$ cat src/rtl/spi_block_ctrl.sv
// spi_block_ctrl: memory-mapped SPI master (mode 0) moving BLEN-word blocks between CPU and device via TX/RX FIFOs.
// Latency: register writes take effect on the next clk edge; each word takes 2*CLK_DIV*DATA_W clk plus one load cycle.
// Backpressure: a write block stalls with CS held while TX is empty; a read block stalls while RX is full.
// Ports: clk/reset (sync, active-high); addr/we/re/wdata/rdata processor bus (rdata combinational);
//        sclk/mosi/miso/cs_n SPI pins (cs_n active low, one per chip).

module spi_block_fifo #(
   parameter int W     = 16,
   parameter int DEPTH = 16
) (
   input  logic                       clk,
   input  logic                       reset,
   input  logic                       push,
   input  logic [W-1:0]               din,
   input  logic                       pop,
   output logic [W-1:0]               head,
   output logic                       full,
   output logic                       empty,
   output logic [$clog2(DEPTH):0]     count
);
   localparam int AW = $clog2(DEPTH);

   logic [W-1:0]  mem [DEPTH];
   logic [AW-1:0] wr_ptr;
   logic [AW-1:0] rd_ptr;
   logic          do_push;
   logic          do_pop;

   // A push into a full FIFO still lands when a pop frees a slot in the same cycle.
   assign do_pop  = pop & ~empty;
   assign do_push = push & (~full | do_pop);
   assign full    = (count == (AW+1)'(DEPTH));
   assign empty   = (count == '0);
   assign head    = mem[rd_ptr];

   always_ff @(posedge clk) begin
      if (reset) begin
         wr_ptr <= '0;
         rd_ptr <= '0;
         count  <= '0;
      end else begin
         if (do_push) wr_ptr <= wr_ptr + 1'b1;
         if (do_pop)  rd_ptr <= rd_ptr + 1'b1;
         case ({do_push, do_pop})
            2'b10:   count <= count + 1'b1;
            2'b01:   count <= count - 1'b1;
            default: count <= count;
         endcase
      end
   end

   always_ff @(posedge clk) begin
      if (do_push) mem[wr_ptr] <= din;
   end
endmodule

module spi_block_ctrl #(
   parameter int DATA_W     = 16,
   parameter int FIFO_DEPTH = 16,
   parameter int CLK_DIV    = 4,
   parameter int NUM_CS     = 2,
   parameter int BLEN_W     = 10
) (
   input  logic              clk,
   input  logic              reset,
   input  logic [2:0]        addr,
   input  logic              we,
   input  logic              re,
   input  logic [DATA_W-1:0] wdata,
   output logic [DATA_W-1:0] rdata,
   output logic              sclk,
   output logic              mosi,
   input  logic              miso,
   output logic [NUM_CS-1:0] cs_n
);
   localparam int CS_W  = (NUM_CS > 1) ? $clog2(NUM_CS) : 1;
   localparam int CNT_W = $clog2(FIFO_DEPTH) + 1;
   localparam int BIT_W = $clog2(DATA_W);
   localparam int DIV_W = (CLK_DIV > 1) ? $clog2(CLK_DIV) : 1;
   localparam int FLG_W = 5 + 2 * CNT_W;

   typedef enum logic [2:0] {IDLE, SETUP, SHIFT, NEXT, DONE} state_t;

   state_t            state, state_n;
   logic              mode, mode_n;            // 0 = write block, 1 = read block
   logic [CS_W-1:0]   chip, chip_n;
   logic [BLEN_W-1:0] wcount, wcount_n;
   logic [DATA_W-1:0] shifter, shifter_n;
   logic [DATA_W-1:0] rx_shift, rx_shift_n;
   logic [BIT_W-1:0]  bit_cnt, bit_n;
   logic [DIV_W-1:0]  div_cnt, div_n;
   logic              sclk_n;
   logic              tx_pop, rx_push;

   logic [BLEN_W-1:0] blen;
   logic              tx_ovf, rx_udf, cmd_err;
   logic              busy, div_last, cs_act;

   logic [DATA_W-1:0] tx_head, rx_head;
   logic              tx_full, tx_empty, rx_full, rx_empty;
   logic [CNT_W-1:0]  tx_count, rx_count;
   logic [FLG_W-1:0]  flags;

   logic              tx_push, rx_pop, cmd_wr, flags_wr, blen_wr;
   logic [1:0]        cmd;

   assign tx_push  = we && (addr == 3'd0);
   assign rx_pop   = re && (addr == 3'd1);
   assign blen_wr  = we && (addr == 3'd2);
   assign cmd_wr   = we && (addr == 3'd3);
   assign flags_wr = we && (addr == 3'd5);
   assign cmd      = wdata[1:0];

   assign busy     = (state != IDLE);
   assign div_last = (div_cnt == DIV_W'(CLK_DIV - 1));
   assign cs_act   = (state == SETUP) || (state == NEXT) || (state == SHIFT);
   assign mosi     = (state == SHIFT) & shifter[DATA_W-1];
   assign flags    = {tx_count, rx_count, cmd_err, rx_udf, tx_ovf, rx_empty, tx_full};

   spi_block_fifo #(.W(DATA_W), .DEPTH(FIFO_DEPTH)) u_tx_fifo (
      .clk(clk), .reset(reset), .push(tx_push), .din(wdata), .pop(tx_pop),
      .head(tx_head), .full(tx_full), .empty(tx_empty), .count(tx_count)
   );

   spi_block_fifo #(.W(DATA_W), .DEPTH(FIFO_DEPTH)) u_rx_fifo (
      .clk(clk), .reset(reset), .push(rx_push), .din(rx_shift), .pop(rx_pop),
      .head(rx_head), .full(rx_full), .empty(rx_empty), .count(rx_count)
   );

   always_comb begin
      for (int i = 0; i < NUM_CS; i++) begin
         cs_n[i] = !(cs_act && (chip == CS_W'(i)));
      end
   end

   always_comb begin
      rdata = '0;
      case (addr)
         3'd1:    rdata = rx_empty ? '0 : rx_head;
         3'd2:    rdata = DATA_W'(blen);
         3'd4:    rdata = DATA_W'(busy);
         3'd5:    rdata = DATA_W'(flags);
         default: rdata = '0;
      endcase
   end

   always_ff @(posedge clk) begin
      if (reset) begin
         blen    <= BLEN_W'(512);
         tx_ovf  <= 1'b0;
         rx_udf  <= 1'b0;
         cmd_err <= 1'b0;
      end else begin
         if (blen_wr) blen <= wdata[BLEN_W-1:0];
         // Clear first so a new error in the same cycle still sticks.
         if (flags_wr) begin
            tx_ovf  <= 1'b0;
            rx_udf  <= 1'b0;
            cmd_err <= 1'b0;
         end
         if (tx_push && tx_full && !tx_pop)  tx_ovf  <= 1'b1;
         if (rx_pop && rx_empty)              rx_udf  <= 1'b1;
         if (cmd_wr && busy && (cmd != 2'd3)) cmd_err <= 1'b1;
      end
   end

   always_ff @(posedge clk) begin
      if (reset) begin
         state    <= IDLE;
         mode     <= 1'b0;
         chip     <= '0;
         wcount   <= '0;
         shifter  <= '0;
         rx_shift <= '0;
         bit_cnt  <= '0;
         div_cnt  <= '0;
         sclk     <= 1'b0;
      end else begin
         state    <= state_n;
         mode     <= mode_n;
         chip     <= chip_n;
         wcount   <= wcount_n;
         shifter  <= shifter_n;
         rx_shift <= rx_shift_n;
         bit_cnt  <= bit_n;
         div_cnt  <= div_n;
         sclk     <= sclk_n;
      end
   end

   always_comb begin
      state_n    = state;
      mode_n     = mode;
      chip_n     = chip;
      wcount_n   = wcount;
      shifter_n  = shifter;
      rx_shift_n = rx_shift;
      bit_n      = bit_cnt;
      div_n      = div_cnt;
      sclk_n     = sclk;
      tx_pop     = 1'b0;
      rx_push    = 1'b0;

      case (state)
         IDLE: begin
            if (cmd_wr && ((cmd == 2'd1) || (cmd == 2'd2))) begin
               mode_n   = (cmd == 2'd2);
               chip_n   = wdata[8 +: CS_W];
               wcount_n = blen;
               div_n    = '0;
               sclk_n   = 1'b0;
               state_n  = (blen == '0) ? DONE : SETUP;
            end
         end
         SETUP: begin
            div_n = div_cnt + 1'b1;
            if (div_last) begin
               div_n   = '0;
               state_n = NEXT;
            end
         end
         NEXT: begin
            div_n = '0;
            bit_n = '0;
            if (!mode && !tx_empty) begin
               tx_pop    = 1'b1;
               shifter_n = tx_head;
               state_n   = SHIFT;
            end else if (mode && !rx_full) begin
               shifter_n = '1;   // read blocks drive all ones on mosi
               state_n   = SHIFT;
            end
         end
         SHIFT: begin
            div_n = div_cnt + 1'b1;
            if (div_last) begin
               div_n = '0;
               if (!sclk) begin
                  sclk_n     = 1'b1;
                  rx_shift_n = {rx_shift[DATA_W-2:0], miso};
               end else begin
                  sclk_n    = 1'b0;
                  shifter_n = {shifter[DATA_W-2:0], mode};
                  bit_n     = bit_cnt + 1'b1;
                  if (bit_cnt == BIT_W'(DATA_W - 1)) begin
                     // rx_shift already holds all DATA_W bits after the last rising edge.
                     rx_push  = mode;
                     bit_n    = '0;
                     wcount_n = wcount - 1'b1;
                     state_n  = (wcount == BLEN_W'(1)) ? DONE : NEXT;
                  end
               end
            end
         end
         DONE: begin
            div_n = div_cnt + 1'b1;
            if (div_last) begin
               div_n   = '0;
               state_n = IDLE;
            end
         end
         default: state_n = IDLE;
      endcase

      // Abort drops the partial word but leaves both FIFOs untouched.
      if (cmd_wr && (cmd == 2'd3) && busy) begin
         state_n = IDLE;
         sclk_n  = 1'b0;
         div_n   = '0;
         bit_n   = '0;
         tx_pop  = 1'b0;
         rx_push = 1'b0;
      end
   end
endmodule
$ cat config.mk
export PLATFORM = sky130hd
export DESIGN_NAME = spi_block_ctrl
export DESIGN_NICKNAME = d
export VERILOG_FILES = /design/src/rtl/spi_block_ctrl.sv
export SDC_FILE = /design/constraint.sdc
export NUM_CORES = 1
export LEC_CHECK = 0
export CELL_PAD_IN_SITES_DETAIL_PLACEMENT = 0
export CELL_PAD_IN_SITES_GLOBAL_PLACEMENT = 2
export CORE_MARGIN = 5
export CORE_UTILIZATION = 28
export CTS_BUF_LIST = sky130_fd_sc_hd__clkbuf_4 sky130_fd_sc_hd__clkbuf_8
export DETAILED_ROUTE_END_ITERATION = 10
export PLACE_DENSITY_LB_ADDON = 0.1
export SLEW_MARGIN = 15
export SYNTH_ARGS = -nofsm -noshare
export SYNTH_HDL_FRONTEND = slang
export SYNTH_HIERARCHICAL = 1
export SYNTH_SLANG_ARGS = --single-unit
$ cat constraint.sdc
create_clock -name clk -period 12.4 [get_ports clk]
set_clock_uncertainty 0.05 [all_clocks]
set_input_delay 1.86 -clock clk [delete_from_list [all_inputs] [get_ports clk]]
set_output_delay 1.86 -clock clk [all_outputs]
set_load 0.02 [all_outputs]
==> out/qor.csv <==
stage,metric,value,unit
route,Vias/cell,4.842,
placement,port bufs,43,
clock_network,CTS resizes,0,
route,Top Metal Used,met5,
power,sequential share of power,0.502,
die,Initial Utilization,0.2820,
worst_setup_path,Arrival @ worst endpoint,4.63,ns
route,Initial DRC Count,839,
worst_setup_path,"Slowest-stage cell, CP",clkdlybuf4s50_1,
worst_hold_path,Worst Hold Class,reg2reg,
synthesis,"EDFF count, synth",512,
power,Power Density,152.5,nW/um2
die,Die W,308.1,um
synthesis,synthesized cell area,24880,um2
synthesis,post-synthesis simple-gate area fraction,0.06798,
route,remaining antenna violation count,0,
synthesis,YS warnings,6,
synthesis,Post-synth ARST share,0,
clock_network,TritonCTS clock tree,yes,
finish,Layout Utilization,0.3318,
worst_hold_path,WHS Endpoint,shifter[13]$_SDFFE_PP0P_,
power,cell-internal power,3.447,mW
route,DR DRC count,0,
synthesis,Post-Syn Nets,1569,
worst_setup_path,Crit path max-delay family,buffers and inverters,
worst_setup_path,Max stage delay on crit path,0.82,ns
synthesis,Synth Area per Inst,16.36,um2
clock_network,worst-skew pair later-pin latency,0.74,ns
worst_setup_path,Startpoint Class,primary input,
worst_setup_path,Reg-to-Reg Start,u_tx_fifo/count[0]$_SDFFE_PP0P_,
power,Gate power share,0.050,
global_routing,total track usage,0.1511,
route,M1 wire length,31950,um
die,core box area,88240,um2
worst_setup_path,cell mode on critical path,clkdlybuf4s50_1,
worst_setup_path,R2R setup slack,8.11,ns
power,Switching Share,0.2283,
worst_setup_path,critical path class,in2out,
worst_setup_path,R2R cell count,13,
route,Initial DRT Pass Iterations,5,
synthesis,Synth Area in Compound Gates,0.07593,
sta,fin crit period,6.544,ns
sta,unrepaired setup endpoints after global routing,no,
power,Clk pwr share,0.448,
sta,Worst slew margin,0.2273,
synthesis,register bit total from synthesis,613,
clock_network,TritonCTS buffer count,111,
die,Total Die Area,94930,um2
synthesis,Post-Synth Adder-Cell Area,0.01267,
worst_hold_path,HP Start,shifter[13]$_SDFFE_PP0P_,
sta,Worst-Margin Slew,1.159,ns
die,die height,308.1,um
route,Wirelength per Cell,24.65,um
synthesis,Syn Inst Count,1521,
clock_network,Clk Tree Root Cell,clkbuf_8,
synthesis,main combinational cell family by area after synthesis,multiplexers,
global_routing,initial antenna violation count,8,
clock_network,postcts setup bufs,0,
finish,layout cells sized above 1,0.2475,
synthesis,ys flop type,edfxtp_1,
clock_network,Sink Count,613,
run_status,status,"complete, no violations",
worst_setup_path,crit-path cells,"clkdlybuf4s50_1, and3b_1, nand2_1, o21ai_0, clkdlybuf4s50_1",
sta,final setup fails,0,
power,VDD IR max,0.07098,mV
job,number of max-cap violations,0,
clock_network,CTS Hold Bufs,0,
clock_network,H-tree depth,3,
global_routing,total grt overflow,0,
global_routing,vias in the first global route,14790,
global_routing,first-pass GRT wire length,105000,um
worst_hold_path,Hold Path Depth,2,
sta,final hold vios,0,
clock_network,Clock transition at path regs,0.06,ns
sta,setup TNS,0,ns
die,# IOs,44,
route,Total Wirelength,71510,um
die,Site Rows,109,
power,Static Leakage,9.268,nW
worst_setup_path,CP required,10.49,ns
finish,"Area growth, synth to finish",17.67,%
clock_network,clk buf depth,3,
route,detailed-route via count,14050,
route,Met3 Routed Length,2696,um
worst_setup_path,Buf/Inv on CP,2,
global_routing,largest net degree at the start of global routing,65,
sta,Tcrit/Tclk final,0.5277,
worst_setup_path,critical path endpoint category,output pin,
synthesis,mux share of post-synthesis cell area,0.1195,
synthesis,sequential area share after synthesis,0.6992,
finish,Layout Nets,1685,
synthesis,"Distinct cells, synth",78,
worst_setup_path,worst-path maximum fanout,15,
placement,RePlAce Congestion,0.7144,
worst_setup_path,worst reg2reg endpoint,u_tx_fifo/count[4]$_SDFFE_PP0P_,
power,switching power,1.020,mW
sta,Slew Limit Fails,0,
route,met2 routed WL,35210,um
synthesis,xor-xnor portion of the synthesized cell area,0.003168,
sta,Achievable Freq,152.8,MHz
placement,DP HPWL,44650,um
layer usage:
| layer | up-vias | GRT usage |
|---|---|---|
| met5 | - | 0 |
| met4 | 2 | 0.04154 |
| met3 | 118 | 0.03117 |
| met2 | 259 | 0.2528 |
| met1 | 7330 | 0.2009 |
| li1 | 6339 | - |
logic make-up after synthesis:
logic type / after synthesis
compound gates: 271
xor+xnor: 9
fa+ha+maj: 24
buf+inv: 127
flops: 613
mux: 137
simple gates: 340
worst register-to-register path: stages (launching register included):
cell and delay [ns]:
dfxtp_1 0.39, or4_4 0.64, nor2_1 0.41, or2_0 0.75, nor3_1 0.12, buf_4 0.22
nor2b_1 0.16, o21ai_2 0.08, inv_2 0.12, ha_1 0.32, nand2b_1 0.10, o2bb2ai_1 0.18
a2111oi_0 0.11, or4_1 0.52
power by group through the flow:
stage          logic, mW  clock network, mW  registers (mW)
2_1_floorplan      0.140                  0            2.27
3_3_place_gp       0.228                  0            2.28
3_5_place_dp       0.226                  0            2.28
4_1_cts            0.227               2.09            2.24
5_1_grt            0.248               2.18            2.24
6_report           0.223               2.00            2.24
per-stage QoR:
stage	setup slack [ns]	power, mW	cells	hold slack, ns	cell area [um2]
finish	5.856	4.467	2901	0.4009	29280
global route	5.533	4.675	2899	0.4233	29280
CTS	5.725	4.554	2897	0.4028	29240
detailed placement	5.797	2.511	2688	0.3933	26890
global placement	5.779	2.512	2687	0.3897	26870
floorplan	7.267	2.415	1521	0.3773	24880
state kept, by name, summed over array words and instances, names as in the netlist, named ones only:
name and count:
u_rx_fifo/count 5, sclk 1, mode 1, u_rx_fifo/rd_ptr 4, shifter 16, chip 1
div_cnt 2, cmd_err 1, u_rx_fifo/wr_ptr 4, u_tx_fifo/rd_ptr 4, bit_cnt 4, tx_ovf 1
rx_udf 1, blen 10, u_tx_fifo/wr_ptr 4, wcount 10, u_rx_fifo/mem 256, state 3
u_tx_fifo/count 5, u_tx_fifo/mem 256, rx_shift 16
cells in the final DEF (no fill, tap or decap), types with 6 or more instances in the layout:
cell type / netlist / routed
o21a_1: 8 / 8
nor4_1: 11 / 7
buf_4: 1 / 53
clkdlybuf4s50_1: 0 / 42
and2_1: 10 / 10
ha_1: 22 / 22
nor2_1: 59 / 43
clkbuf_8: 0 / 123
nand4_1: 8 / 8
nor2_2: 0 / 16
nor3b_1: 7 / 7
clkinv_1: 1 / 28
a22o_1: 6 / 6
o211ai_1: 20 / 20
or3_1: 18 / 18
a21oi_1: 62 / 62
nand2b_1: 16 / 16
dfxtp_1: 101 / 97
edfxtp_1: 512 / 512
nor3_1: 15 / 11
nand2_1: 132 / 132
clkbuf_4: 0 / 39
o21ai_0: 24 / 24
xor2_1: 7 / 7
clkinv_2: 0 / 9
nor2b_1: 9 / 7
mux4_2: 128 / 128
nand3_1: 20 / 20
inv_1: 30 / 30
mux2i_1: 8 / 8
o21ai_2: 8 / 8
a22oi_1: 77 / 77
o21ai_1: 8 / 8
bufinv_16: 0 / 6
cell usage after synthesis (6+ instances only):
master / number / share of area
a22oi_1: 77 / 0.023
nand2_1: 132 / 0.020
xor2_1: 7 / 0.0025
ha_1: 22 / 0.011
nor2b_1: 9 / 0.0023
dfxtp_1: 101 / 0.081
nor2_1: 59 / 0.0089
buf_2: 21 / 0.0042
mux4_2: 128 / 0.12
a22o_1: 6 / 0.0021
o21ai_0: 24 / 0.0048
or3_1: 18 / 0.0045
edfxtp_1: 512 / 0.62
o211ai_1: 20 / 0.0060
nand4_1: 8 / 0.0020
nand3_1: 20 / 0.0040
o21ai_1: 8 / 0.0016
o21a_1: 8 / 0.0024
nor4_1: 11 / 0.0028
nand2b_1: 16 / 0.0040
clkbuf_1: 63 / 0.0095
nor3_1: 15 / 0.0030
o21ai_2: 8 / 0.0028
nor3b_1: 7 / 0.0021
inv_1: 30 / 0.0045
and2_1: 10 / 0.0025
a21oi_1: 62 / 0.012
mux2i_1: 8 / 0.0032
worst max-delay path by stage:
stage	slack, ns	end	cells past startpoint	startpoint
floorplan	7.27	u_rx_fifo/mem[0][0]$_DFFE_PP_	7	addr[2]
global placement	5.78	rdata[8]	5	addr[0]
detailed placement	5.80	rdata[8]	5	addr[0]
CTS	5.73	rdata[1]	7	flip-flop
global route	5.53	rdata[1]	7	flip-flop
finish	5.86	rdata[1]	5	addr[0]
area by class of cell:
class / count / area (um2)
well taps: 1165 / 1458
inverters: 33 / 123.9
clock inverters: 47 / 365.4
repair buffers: 97 / 860.8
diodes: 3 / 7.507
clock buffers: 162 / 1986
fillers: 8546 / 58960
flip-flops and latches: 613 / 17410
multi-input cells: 781 / 7073
No activity file was read; power rests on OpenSTA's default activity.
